[src/rtl/key_event_decoder.sv]
// ---------------------------------------------------------------------------
// key_event_decoder
//
// Turns the debounced, active-low key level into single-cycle event pulses
// (press, release, click, long-press, auto-repeat) so downstream control
// logic never has to do its own edge detection or hold timing.
//
// Optional feature macro: KEY_AUTOREPEAT_EN
//   defined   -> repeat_pulse fires every REPEAT_CYCLES while in LONG
//   undefined -> no repeat counter is built, repeat_pulse is tied low and
//                LONG simply waits for the release
//
// Parameters
//   LONG_CYCLES    hold time (clk cycles) before a press becomes long, >= 2
//   REPEAT_CYCLES  auto-repeat period (clk cycles) once long, >= 1
//   CNT_W          width of hold/repeat counters
//
// Ports
//   clk            system clock, rising edge
//   nrst           asynchronous active-low reset
//   key_n          debounced key level, 0 = pressed, idle 1
//   press_pulse    one cycle when a press is accepted
//   release_pulse  one cycle when an accepted press is released
//   click_pulse    one cycle with release_pulse if the press never went long
//   long_pulse     one cycle when the hold reaches LONG_CYCLES
//   repeat_pulse   one cycle every REPEAT_CYCLES while long
//   held           high while in PRESSED or LONG
//   state_dbg      current FSM state (0 WAIT_REL, 1 IDLE, 2 PRESSED, 3 LONG)
//
// Handshake: none; key_n is a level sampled every rising edge and all
// outputs are registered, each pulse being high for exactly one cycle.
// ---------------------------------------------------------------------------
module key_event_decoder #(
    parameter int unsigned LONG_CYCLES   = 25000000,
    parameter int unsigned REPEAT_CYCLES = 5000000,
    parameter int unsigned CNT_W         = 32
) (
    input  logic       clk,
    input  logic       nrst,
    input  logic       key_n,
    output logic       press_pulse,
    output logic       release_pulse,
    output logic       click_pulse,
    output logic       long_pulse,
    output logic       repeat_pulse,
    output logic       held,
    output logic [1:0] state_dbg
);

    typedef enum logic [1:0] {
        WAIT_REL = 2'd0,
        IDLE     = 2'd1,
        PRESSED  = 2'd2,
        LONG     = 2'd3
    } state_t;

    localparam logic [CNT_W-1:0] LONG_M1 = CNT_W'(LONG_CYCLES - 1);
    localparam logic [CNT_W-1:0] REP_M1  = CNT_W'(REPEAT_CYCLES - 1);

    state_t           state_q, state_d;
    logic [CNT_W-1:0] hold_cnt_q, hold_cnt_d;
    logic             press_q, press_d;
    logic             release_q, release_d;
    logic             click_q, click_d;
    logic             long_q, long_d;
    logic             held_q, held_d;

`ifdef KEY_AUTOREPEAT_EN
    logic [CNT_W-1:0] rep_cnt_q, rep_cnt_d;
    logic             repeat_q, repeat_d;
`endif

    always_comb begin
        state_d    = state_q;
        hold_cnt_d = hold_cnt_q;
        press_d    = 1'b0;
        release_d  = 1'b0;
        click_d    = 1'b0;
        long_d     = 1'b0;
`ifdef KEY_AUTOREPEAT_EN
        rep_cnt_d  = rep_cnt_q;
        repeat_d   = 1'b0;
`endif
        case (state_q)
            // Key may still be held from before reset; wait for it to go up
            // so that no press is reported for it.
            WAIT_REL: begin
                if (key_n) begin
                    state_d = IDLE;
                end
            end
            IDLE: begin
                if (!key_n) begin
                    state_d    = PRESSED;
                    hold_cnt_d = '0;
                    press_d    = 1'b1;
                end
            end
            PRESSED: begin
                if (key_n) begin
                    // Release takes priority over reaching the threshold.
                    state_d    = IDLE;
                    hold_cnt_d = '0;
                    release_d  = 1'b1;
                    click_d    = 1'b1;
                end else if (hold_cnt_q == LONG_M1) begin
                    state_d    = LONG;
                    hold_cnt_d = '0;
                    long_d     = 1'b1;
`ifdef KEY_AUTOREPEAT_EN
                    rep_cnt_d  = '0;
`endif
                end else begin
                    hold_cnt_d = hold_cnt_q + 1'b1;
                end
            end
            LONG: begin
                if (key_n) begin
                    // Release takes priority over a repeat tick.
                    state_d   = IDLE;
                    release_d = 1'b1;
`ifdef KEY_AUTOREPEAT_EN
                    rep_cnt_d = '0;
`endif
                end else begin
`ifdef KEY_AUTOREPEAT_EN
                    if (rep_cnt_q == REP_M1) begin
                        repeat_d  = 1'b1;
                        rep_cnt_d = '0;
                    end else begin
                        rep_cnt_d = rep_cnt_q + 1'b1;
                    end
`endif
                end
            end
            default: begin
                state_d = WAIT_REL;
            end
        endcase
        held_d = (state_d == PRESSED) || (state_d == LONG);
    end

    always_ff @(posedge clk or negedge nrst) begin
        if (!nrst) begin
            state_q    <= WAIT_REL;
            hold_cnt_q <= '0;
            press_q    <= 1'b0;
            release_q  <= 1'b0;
            click_q    <= 1'b0;
            long_q     <= 1'b0;
            held_q     <= 1'b0;
`ifdef KEY_AUTOREPEAT_EN
            rep_cnt_q  <= '0;
            repeat_q   <= 1'b0;
`endif
        end else begin
            state_q    <= state_d;
            hold_cnt_q <= hold_cnt_d;
            press_q    <= press_d;
            release_q  <= release_d;
            click_q    <= click_d;
            long_q     <= long_d;
            held_q     <= held_d;
`ifdef KEY_AUTOREPEAT_EN
            rep_cnt_q  <= rep_cnt_d;
            repeat_q   <= repeat_d;
`endif
        end
    end

    assign press_pulse   = press_q;
    assign release_pulse = release_q;
    assign click_pulse   = click_q;
    assign long_pulse    = long_q;
    assign held          = held_q;
    assign state_dbg     = state_q;

`ifdef KEY_AUTOREPEAT_EN
    assign repeat_pulse = repeat_q;
`else
    // Repeat period is meaningless without the repeat counter.
    logic unused_rep_cfg;
    assign unused_rep_cfg = ^REP_M1;
    assign repeat_pulse   = 1'b0;
`endif

endmodule

[config.mk]
export PLATFORM = sky130hd
export DESIGN_NAME = key_event_decoder
export DESIGN_NICKNAME = d
export VERILOG_FILES = /design/src/rtl/key_event_decoder.sv
export SDC_FILE = /design/constraint.sdc
export NUM_CORES = 1
export LEC_CHECK = 0
export CAP_MARGIN = 0
export CORE_MARGIN = 8
export CORE_UTILIZATION = 58
export CTS_BUF_LIST = sky130_fd_sc_hd__clkbuf_4
export DETAILED_ROUTE_END_ITERATION = 8
export GPL_TIMING_DRIVEN = 0
export PLACE_DENSITY = 0.82
export SLEW_MARGIN = 20
export SYNTH_ARGS = -nofsm -noshare
export SYNTH_HDL_FRONTEND = slang
export SYNTH_SLANG_ARGS = --single-unit
[constraint.sdc]
create_clock -name clk -period 3.3 [get_ports clk]
set_input_delay 0.33 -clock clk [delete_from_list [all_inputs] [get_ports clk]]
set_output_delay 0.33 -clock clk [all_outputs]
set_load 0.05 [all_outputs]
==> key figures, run 1 <==
Status
  – Status: complete, no violations

Clock network
  – CTS Sinks: 39
  – H-tree depth: 2
  – CTS buffer count: 5
  – CTS tree: done
  – Hold Buf Count CTS: 1
  – Deepest clock path buffer count: 2
  – CTS root buf: clkbuf_4
  – Worst skew pair latency: 0.34 ns
  – Reg clk slew, reported paths: around 0.11 ns
  – Setup repair bufs after CTS: 0
  – Post-CTS Resized: 0

GRT
  – First-pass GRT wire length: roughly 7300 um
  – Vias in the first global route: between 1.5k and 2k
  – Antenna violations before repair: 0
  – All-Layer GR Usage: 0.149
  – Grt total ovfl: 0
  – Largest net degree at the start of global routing: 28

Worst setup path
  – Critical path class: reg2reg
  – Worst EP arrival: between 2 and 3 ns
  – Crit end category: register
  – Worst-path fanout max: 9
  – Required time of the critical path: 3.53 ns
  – Critical path launch point type: register

Power and ir drop
  – Comb power frac: 0.354
  – Sw Ratio: 0.380
  – Static Leak: around 1.0 nW
  – Peak VDD IR: 0.000220 V
  – Power share of the sequential group: 0.456
  – Clock power frac: 0.190
  – Internal Power: 727 uW
  – Net Sw Power: roughly 450 uW
  – Pwr per Cell Area: 496 nW/um^2

Placement
  – Pre-CTS setup slack: 0.770 ns
  – Port-buffer cells: 9
  – GP Congestion: 0.854
  – HPWL Detailed: 3050 um

STA
  – Part of the cycle the worst path needs: 0.780
  – Final worst slack: around 0.73 ns
  – Max-slew headroom: 0.516
  – Fmax: just under 400 MHz
  – RSZ-0062 raised after global routing: false
  – Clk_skew: between 0.01 and 0.015 ns
  – Slew Limit Fails: 0
  – Setup tns final: 0 ns
  – Final setup fails: 0
  – Slew @ Worst Pin: between 0.7 and 0.8 ns
  – Hold Violations, Final: 0
  – Final Critical Period: about 2.6 ns

Synthesis
  – Synth cell count leaders: dfrtp_1 (39), nor2_1 (34), xnor2_1 (18), nand2_1 (15), nor4_1 (11)
  – Yosys warns: 0
  – Syn Nets: 230
  – Main synth FF type: dfrtp_1
  – Number of synthesized flops with an enable pin: 0
  – Dominant cell type by area after synthesis: dfrtp_1
  – Most frequent cell after synthesis: dfrtp_1
  – Seq cells post-synth: 39
  – Synth Cell Area: about 2100 um^2
  – Synth area leaders: dfrtp_1 (46%), xnor2_1 (7.4%), nor2_1 (6.0%)
  – Synth Area per Inst: 9.61 um^2
  – Area share of the largest cell type after synthesis: 0.455
  – Synth cell types: 42
  – Sequential-to-total area share from yosys stat: 0.455
  – Post-synth ARST share: 1.00
  – Cells after synthesis: approximately 220

Floorplanning
  – Die ar.: slightly below 6000 um^2
  – Chip width: 76.8 um
  – Core area: roughly 3600 um^2
  – Starting Density: 0.594
  – IO Pins: 11
  – Vert. Die Dim: 76.8 um
  – Row count: 22

Drt
  – Pre-Repair DR Iteration Count: 4
  – DRT iter0 DRCs: roughly 150
  – Post-DR wirelength/cell: roughly 14 um
  – Vias per Instance: roughly 5.7
  – Total wire length: approximately 4000 um
  – Post-route DRC: 0
  – Antenna Nets Post-Route: 0
  – Via count: 1,647

Flow run
  – Maxcap violations: 0

Layout
  – Share of cells above drive strength 1: 0.0705
  – Post-layout nets: 248
  – Filler cells: just under 300
  – Area Growth Syn to Fin: 10.3%
  – # diodes: 0

Hold path
  – HP Class: in2async
worst paths after layout:
path / startpoint / end / slack, ns / cells after the start
min in group clk: hold_cnt_q[31] / hold_cnt_q[31] / 0.55 / 2
setup / recovery: hold_cnt_q[17] / hold_cnt_q[2] / 0.73 / 6
hold / removal: nrst / state_dbg[1] / 0.40 / 2
max in group asynchronous: nrst / hold_cnt_q[25] / 2.47 / 3
setup reg to reg: hold_cnt_q[17] / hold_cnt_q[2] / 0.73 / 6
hold reg to reg: hold_cnt_q[31] / hold_cnt_q[31] / 0.55 / 2
worst max-delay path, cell delays in order (launching register included):
cell	delay (ns)
dfrtp_1	0.40
buf_6	0.14
or4b_1	0.49
or4_4	0.59
o31ai_2	0.50
o21ai_0	0.16
a21o_1	0.19
layout by cell type (no fill, tap or decap), types with 6 or more instances in the layout:
cell type / instances
dfrtp_1: 39
nor2_1: 34
xnor2_1: 18
nand2_1: 15
nor4_1: 11
nand3_1: 10
inv_1: 9
nand4_1: 8
clkdlybuf4s50_1: 8
nor3_1: 7
and4_1: 6
xor2_1: 6
routing by layer:
layer | vias to the layer above | part of all wire | GRT usage
met4 | 0 | 0.0027 | 0.0442
met1 | 775 | 0.46 | 0.207
met2 | 43 | 0.47 | 0.217
met5 | - | 0 | 0
li1 | 827 | - | -
met3 | 2 | 0.062 | 0.0443
sequential cells by signal, indices dropped and copies added, names as in the netlist:
name           cells
hold_cnt_q        32
state_dbg          2
click_pulse        1
held               1
long_pulse         1
press_pulse        1
release_pulse      1
kinds of logic (layout without fill, tap and decap cells):
group	after synthesis	in the layout	share of synthesized area
other	1	1	0.00175
adder cells (fa/ha/maj)	4	4	0.0234
buffers and inverters	15	33	0.0420
AND/OR/NAND/NOR	113	113	0.286
flip-flops	39	39	0.455
XOR/XNOR	24	24	0.0981
AO/OA/AOI/OAI	25	25	0.0841
multiplexers	2	2	0.00934
cell type report:
type                       instances  area (um^2)  area share
buffer                             6         56.3      0.0238
tap                               48         60.1      0.0254
inverter                           9         33.8      0.0143
clock inverter                     2         8.76     0.00370
sequential                        39          976       0.413
multi-input combinational        169         1080       0.456
timing repair buffer              11          115      0.0487
clock buffer                       5         37.5      0.0159
per-stage QoR:
stage | util | instance area, um^2 | total power [mW] | cells | hold WS (ns)
final | 0.656 | 2360 | 1.17 | 289 | 0.400
after global routing | 0.656 | 2360 | 1.25 | 289 | 0.414
after CTS | 0.656 | 2360 | 1.19 | 289 | 0.387
after detailed placement | 0.640 | 2310 | 0.960 | 281 | 0.237
after global placement | 0.636 | 2290 | 0.956 | 280 | 0.519
after floorplan | - | 2140 | 0.844 | 223 | 0.0344
power groups by stage:
stage | Clock (mW) | Combinational, mW | Sequential [mW]
2_1_floorplan | 0 | 0.220 | 0.625
3_3_place_gp | 0 | 0.413 | 0.543
3_5_place_dp | 0 | 0.415 | 0.545
4_1_cts | 0.233 | 0.418 | 0.535
5_1_grt | 0.251 | 0.459 | 0.540
6_report | 0.223 | 0.416 | 0.535
Note: power is estimated with default switching activity, not from simulation.
==> run 2, diff against run 1 <==
==> constraint.sdc (replaced) <==
create_clock -name clk -period 2.6 [get_ports clk]
set_input_delay 0.26 -clock clk [delete_from_list [all_inputs] [get_ports clk]]
set_output_delay 0.26 -clock clk [all_outputs]
set_load 0.05 [all_outputs]
==> key figures, run 2 (synthesis results as in run 1) <==
Layout
  – Area Growth Syn to Fin: 11.5%
  – Commonest non-fill, non-tap cells in the layout: dfrtp_1 (39), nor2_1 (34), xnor2_1 (18)
  – Share of cells above drive strength 1: 0.0868 (+0.0162)
  – Final Cell Area: 2390 um^2 (+1.1%)
  – Filler cells: 285 (-1.4%)
  – Largest register FFs: 32 (unchanged)
  – Post-layout nets: 249 (+0.40%)
  – Largest Register: hold_cnt_q
  – # diodes: 0 (unchanged)
  – Most common cell after layout, fill and taps aside: dfrtp_1

Power and ir drop
  – Sw Ratio: 0.377 (-0.00283)
  – Static Leak: 1.02 nW (+1.1%)
  – Clock power frac: 0.187 (-0.003)
  – Net Sw Power: 569 uW (+28%)
  – Peak VDD IR: 0.000331 V (+50%)
  – Tot Pwr: 1.51 mW (+29%)
  – Power share of the sequential group: 0.449 (-0.007)
  – Pwr per Cell Area: 632 nW/um^2 (+27%)
  – Internal Power: 940 uW (+29%)
  – Comb power frac: 0.364 (+0.010)

Floorplanning
  – Core area: 3610 um^2 (unchanged)
  – Row count: 22 (unchanged)
  – Die ar.: 5900 um^2 (unchanged)
  – Chip width: 76.8 um (unchanged)
  – IO Pins: 11 (unchanged)
  – Vert. Die Dim: 76.8 um (unchanged)
  – Starting Density: 0.594 (unchanged)

STA
  – RSZ-0062 raised after global routing: false
  – Max-slew headroom: 0.504 (-0.0119)
  – Hold Violations, Final: 0 (unchanged)
  – Final setup fails: 0 (unchanged)
  – Setup tns final: 0 ns (unchanged)
  – Slew @ Worst Pin: 0.741 ns (+0.0177 ns)
  – Clk_skew: 0.00937 ns (-0.000895 ns)
  – Fmax: 407 MHz (+4.8%)
  – Final Critical Period: 2.45 ns (-0.119 ns)
  – Slew Limit Fails: 0 (unchanged)
  – Part of the cycle the worst path needs: 0.944 (+0.164)

Placement
  – GP Congestion: 0.854 (unchanged)
  – HPWL Detailed: 3050 um (unchanged)
  – Port-buffer cells: 9 (unchanged)
  – Cell Area, Placed: 2310 um^2 (unchanged)

Clock network
  – Reg clk slew, reported paths: 0.11 ns (about the same)
  – CTS buffer count: 5 (unchanged)
  – Deepest clock path buffer count: 2 (unchanged)
  – Worst skew pair latency: 0.34 ns (about the same)
  – H-tree depth: 2 (unchanged)
  – CTS root buf: clkbuf_4
  – CTS tree: done
  – CTS Sinks: 39 (unchanged)

Worst setup path
  – Critical path class: reg2reg
  – Crit-path max cell delay: 0.58 ns (about the same)
  – Crit end category: register
  – Required time of the critical path: 2.82 ns (-0.71 ns)
  – Worst-path fanout max: 10 (+1)
  – Critical path launch point type: register
  – Worst path cell trace: or4b_1, or4_4, o31a_4, nor2_8, buf_8, nor2_1
  – Worst EP arrival: 2.68 ns (-0.12 ns)
  – Slowest-stage cell, CP: or4_4

Hold path
  – HP Class: in2async

Drt
  – Total wire length: 4150 um (+1.7%)
  – Pre-Repair DR Iteration Count: 4 (unchanged)
  – Post-route DRC: 0 (unchanged)
  – Antenna Nets Post-Route: 0 (unchanged)
  – Vias per Instance: 5.64 (-1.1%)
  – DRT iter0 DRCs: 166 (+14%)
  – Post-DR wirelength/cell: 14.3 um (+1.3%)
  – Via count: 1,635 (-0.73%)

Flow run
  – Maxcap violations: 0 (unchanged)

Status
  – Status: complete, no violations

GRT
  – First-pass GRT wire length: 7330 um (unchanged)
  – Grt total ovfl: 0 (unchanged)
  – Vias in the first global route: 1,564 (unchanged)
  – Largest net degree at the start of global routing: 28 (unchanged)
  – Antenna violations before repair: 0 (unchanged)
  – All-Layer GR Usage: 0.149 (unchanged)
==> run 2: cell count changes in the layout (fill, tap and decap cells not counted) <==
cell	previous run	this run
nor4_1	11	10
nor4_2	0	1
clkbuf_2	0	2
buf_4	1	2
o31ai_4	0	1
o31ai_2	1	0
clkbuf_1	2	0
==> run 2: worst paths after layout <==
check | depth (start not counted) | slack, ns | start | endpoint
max | 6 | 0.15 | hold_cnt_q[27] | hold_cnt_q[19]
min | 2 | 0.33 | nrst | state_dbg[1]
max reg2reg | 6 | 0.15 | hold_cnt_q[27] | hold_cnt_q[19]
min reg2reg | 2 | 0.55 | hold_cnt_q[31] | hold_cnt_q[31]
max in group asynchronous | 3 | 1.84 | nrst | hold_cnt_q[25]
min in group clk | 2 | 0.55 | hold_cnt_q[31] | hold_cnt_q[31]
==> run 2: cell type report <==
type | instances | area [um^2] | share of cell area
clock inverter | 2 | 8.76 | 0.00366
multi-input combinational | 169 | 1090 | 0.457
timing repair buffer | 12 | 123 | 0.0513
inverter | 9 | 33.8 | 0.0141
sequential | 39 | 976 | 0.408
clock buffer | 5 | 37.5 | 0.0157
tap | 48 | 60.1 | 0.0251
buffer | 6 | 58.8 | 0.0246
==> run 2: power groups by stage <==
| stage | clock [mW] | combinational [mW] | sequential (mW) |
|---|---|---|---|
| 2_1_floorplan | 0 | 0.279 | 0.793 |
| 5_1_grt | 0.319 | 0.604 | 0.686 |
| 6_report | 0.282 | 0.549 | 0.678 |
| 3_3_place_gp | 0 | 0.524 | 0.689 |
| 3_5_place_dp | 0 | 0.527 | 0.692 |
| 4_1_cts | 0.296 | 0.531 | 0.679 |
==> run 2: timing repair <==
item                                   CTS  global route
setup endpoints to repair                0            22
endpoints found under the hold margin   12             0
buffers inserted                         0             1
hold buffers                             1             0
resized for setup                        0             6
==> run 2: through the flow <==
step / worst slack, ns / utilization / hold WS, ns / std cells
6_report: 0.146 / 0.663 / 0.331 / 290
5_1_grt: 0.0238 / 0.663 / 0.344 / 290
4_1_cts: 0.0370 / 0.656 / 0.317 / 289
3_5_place_dp: 0.0698 / 0.640 / 0.167 / 281
3_3_place_gp: 0.0896 / 0.636 / 0.519 / 280
2_1_floorplan: 0.216 / - / -0.0356 / 223
==> run 2: critical path, delay by kind of cell (launching register included) <==
| kind | cells | cell delay, ns |
|---|---|---|
| AOI/OAI and AO/OA | 1 | 0.41 |
| buffers and inverters | 1 | 0.15 |
| DFF | 1 | 0.44 |
| and+or+nand+nor | 4 | 1.35 |
==> run 2: metal layers <==
metal / vias up / routed length [um] / track usage / share of wire
li1: 828 / - / - / -
met1: 760 / 1960 / 0.207 / 0.47
met2: 45 / 1940 / 0.217 / 0.47
met3: 2 / 245 / 0.0443 / 0.059
met4: 0 / 11 / 0.0442 / 0.0027
met5: - / 0 / 0 / 0
==> run 3, diff against run 2 <==
--- a/config.mk
+++ b/config.mk
@@ -11,7 +11,7 @@
 export CTS_BUF_LIST = sky130_fd_sc_hd__clkbuf_4
 export DETAILED_ROUTE_END_ITERATION = 8
 export GPL_TIMING_DRIVEN = 0
-export PLACE_DENSITY = 0.82
+export PLACE_DENSITY_LB_ADDON = 0.12
 export SLEW_MARGIN = 20
 export SYNTH_ARGS = -nofsm -noshare
 export SYNTH_HDL_FRONTEND = slang
==> key figures, run 3 (synthesis results as in run 1) <==
GRT
  – First-pass GRT wire length: 7980 um (+8.9%)
  – Vias in the first global route: 1,752 (+12%)
  – Antenna violations before repair: 0 (unchanged)
  – Largest net degree at the start of global routing: 22 (-21%)
  – All-Layer GR Usage: 0.161 (+0.0124)
  – Grt total ovfl: 0 (unchanged)

Drt
  – Antenna Nets Post-Route: 0 (unchanged)
  – Vias per Instance: 6.02 (+6.8%)
  – Post-route DRC: 0 (unchanged)
  – DRT iter0 DRCs: 124 (-25%)
  – Pre-Repair DR Iteration Count: 5 (+1)
  – Post-DR wirelength/cell: 15.7 um (+9.5%)
  – Via count: 1,753 (+7.2%)
  – Total wire length: 4560 um (+9.9%)

Worst setup path
  – Worst EP arrival: 2.74 ns (+0.06 ns)
  – Slowest-stage cell, CP: or4_4
  – Worst path top cell family by delay: simple AND/OR/NAND/NOR gates
  – Worst-path fanout max: 10 (unchanged)
  – R2R Setup Slk: 0.09 ns (-0.06 ns)
  – Crit-path max cell delay: 0.60 ns (+0.02 ns)
  – Worst path cell trace: buf_6, or4b_1, or4_4, o31a_4, nor2_8, buf_8, nor2_1
  – WP buf/inv: 2 (+1)
  – Critical path launch point type: register
  – Critical path class: reg2reg
  – Required time of the critical path: 2.83 ns (about the same)
  – Crit end category: register

Power and ir drop
  – Static Leak: 1.03 nW (+0.88%)
  – Peak VDD IR: 0.000339 V (+2.3%)
  – Pwr per Cell Area: 640 nW/um^2 (+1.4%)

Clock network
  – Deepest clock path buffer count: 2 (unchanged)
  – Worst skew pair latency: 0.34 ns (about the same)
  – CTS Sinks: 39 (unchanged)
  – Reg clk slew, reported paths: 0.10 ns (about the same)
  – CTS tree: done
  – H-tree depth: 2 (unchanged)
  – CTS buffer count: 5 (unchanged)
  – CTS root buf: clkbuf_4

Placement
  – HPWL Detailed: 3320 um (+9.0%)
  – Cell Area, Placed: 2320 um^2 (+0.33%)
  – GP Congestion: 0.855 (+0.21%)
  – Port-buffer cells: 9 (unchanged)

STA
  – RSZ-0062 raised after global routing: false
  – Part of the cycle the worst path needs: 0.966 (+0.0222)
  – Slew @ Worst Pin: 0.733 ns (-0.00740 ns)
  – Final Critical Period: 2.51 ns (+0.0577 ns)
  – Final setup fails: 0 (unchanged)
  – Fmax: 398 MHz (-2.3%)
  – Setup tns final: 0 ns (unchanged)
  – Max-slew headroom: 0.509 (+0.00495)
  – WHS: 0.424 ns (+0.0930 ns)
  – Hold Violations, Final: 0 (unchanged)
  – Slew Limit Fails: 0 (unchanged)
  – Clk_skew: 0.00531 ns (-0.00406 ns)

Layout
  – Largest register FFs: 32 (unchanged)
  – Most common cell after layout, fill and taps aside: dfrtp_1
  – # diodes: 0 (unchanged)
  – Final Cell Area: 2430 um^2 (+1.5%)
  – Area Growth Syn to Fin: 13.2%
  – Post-layout nets: 251 (+0.80%)
  – Largest Register: hold_cnt_q
  – Commonest non-fill, non-tap cells in the layout: dfrtp_1 (38), nor2_1 (34), xnor2_1 (18)
  – Post-layout util: 0.673 (+0.0101)
  – Share of cells above drive strength 1: 0.107 (+0.0202)

Flow run
  – Maxcap violations: 0 (unchanged)

Floorplanning
  – Chip width: 76.8 um (unchanged)
  – Die ar.: 5900 um^2 (unchanged)
  – Starting Density: 0.594 (unchanged)
  – Vert. Die Dim: 76.8 um (unchanged)
  – Row count: 22 (unchanged)
  – IO Pins: 11 (unchanged)
  – Core area: 3610 um^2 (unchanged)

Status
  – Status: complete, no violations

Hold path
  – HP Class: in2async
-- run 3: where the power goes --
part	leakage, nW	switching [mW]	internal, mW
logic	0.463	0.363	0.222
clock network	0.0276	0.178	0.107
registers	0.539	0.0380	0.645
-- run 3: per-layer routing --
| metal | vias to the layer above | track usage | part of all wire |
|---|---|---|---|
| met5 | - | 0 | 0 |
| met1 | 868 | 0.189 | 0.42 |
| li1 | 833 | - | - |
| met4 | 0 | 0.0673 | 0.015 |
| met2 | 43 | 0.268 | 0.51 |
| met3 | 9 | 0.0466 | 0.057 |
-- run 3: final cells by class --
cell class,instances,area (um^2)
sequential,39,977
buffer,6,57.6
clock buffer,6,45.0
multi-input combinational,169,1110
tap,48,60.1
fill,305,1180
inverter,9,33.8
timing repair buffer,14,145
-- run 3: worst reg2reg max path, stage by stage (launching register included) --
cell and delay, ns:
dfrtp_1 0.39, buf_6 0.14, or4b_1 0.50, or4_4 0.60, o31a_4 0.41, nor2_8 0.16, buf_8 0.15, nor2_1 0.05
-- run 3: what timing repair did --
item,in CTS,in global routing
endpoints found under the setup margin,0,23
resized for setup,0,8
hold endpoints to repair,20,0
hold buffers,1,0
buffers inserted,0,3
-- run 3: through the flow --
step	std cells	total power, mW	setup slack, ns
4_1_cts	288	1.52	0.0378
3_5_place_dp	281	1.23	0.0530
6_report	291	1.55	0.0882
3_3_place_gp	280	1.21	0.0781
2_1_floorplan	223	1.07	0.216
5_1_grt	291	1.63	0.00641
-- run 3: path summary, 6_finish.rpt --
| check | end | startpoint | cells past startpoint |
|---|---|---|---|
| worst min register to register | hold_cnt_q[21] | hold_cnt_q[21] | 2 |
| worst max-delay path | hold_cnt_q[17] | hold_cnt_q[17] | 7 |
| worst max register to register | hold_cnt_q[17] | hold_cnt_q[17] | 7 |
| min in group clk | hold_cnt_q[21] | hold_cnt_q[21] | 2 |
| worst min-delay path | release_pulse | nrst | 2 |
| max in group asynchronous | hold_cnt_q[7] | nrst | 3 |
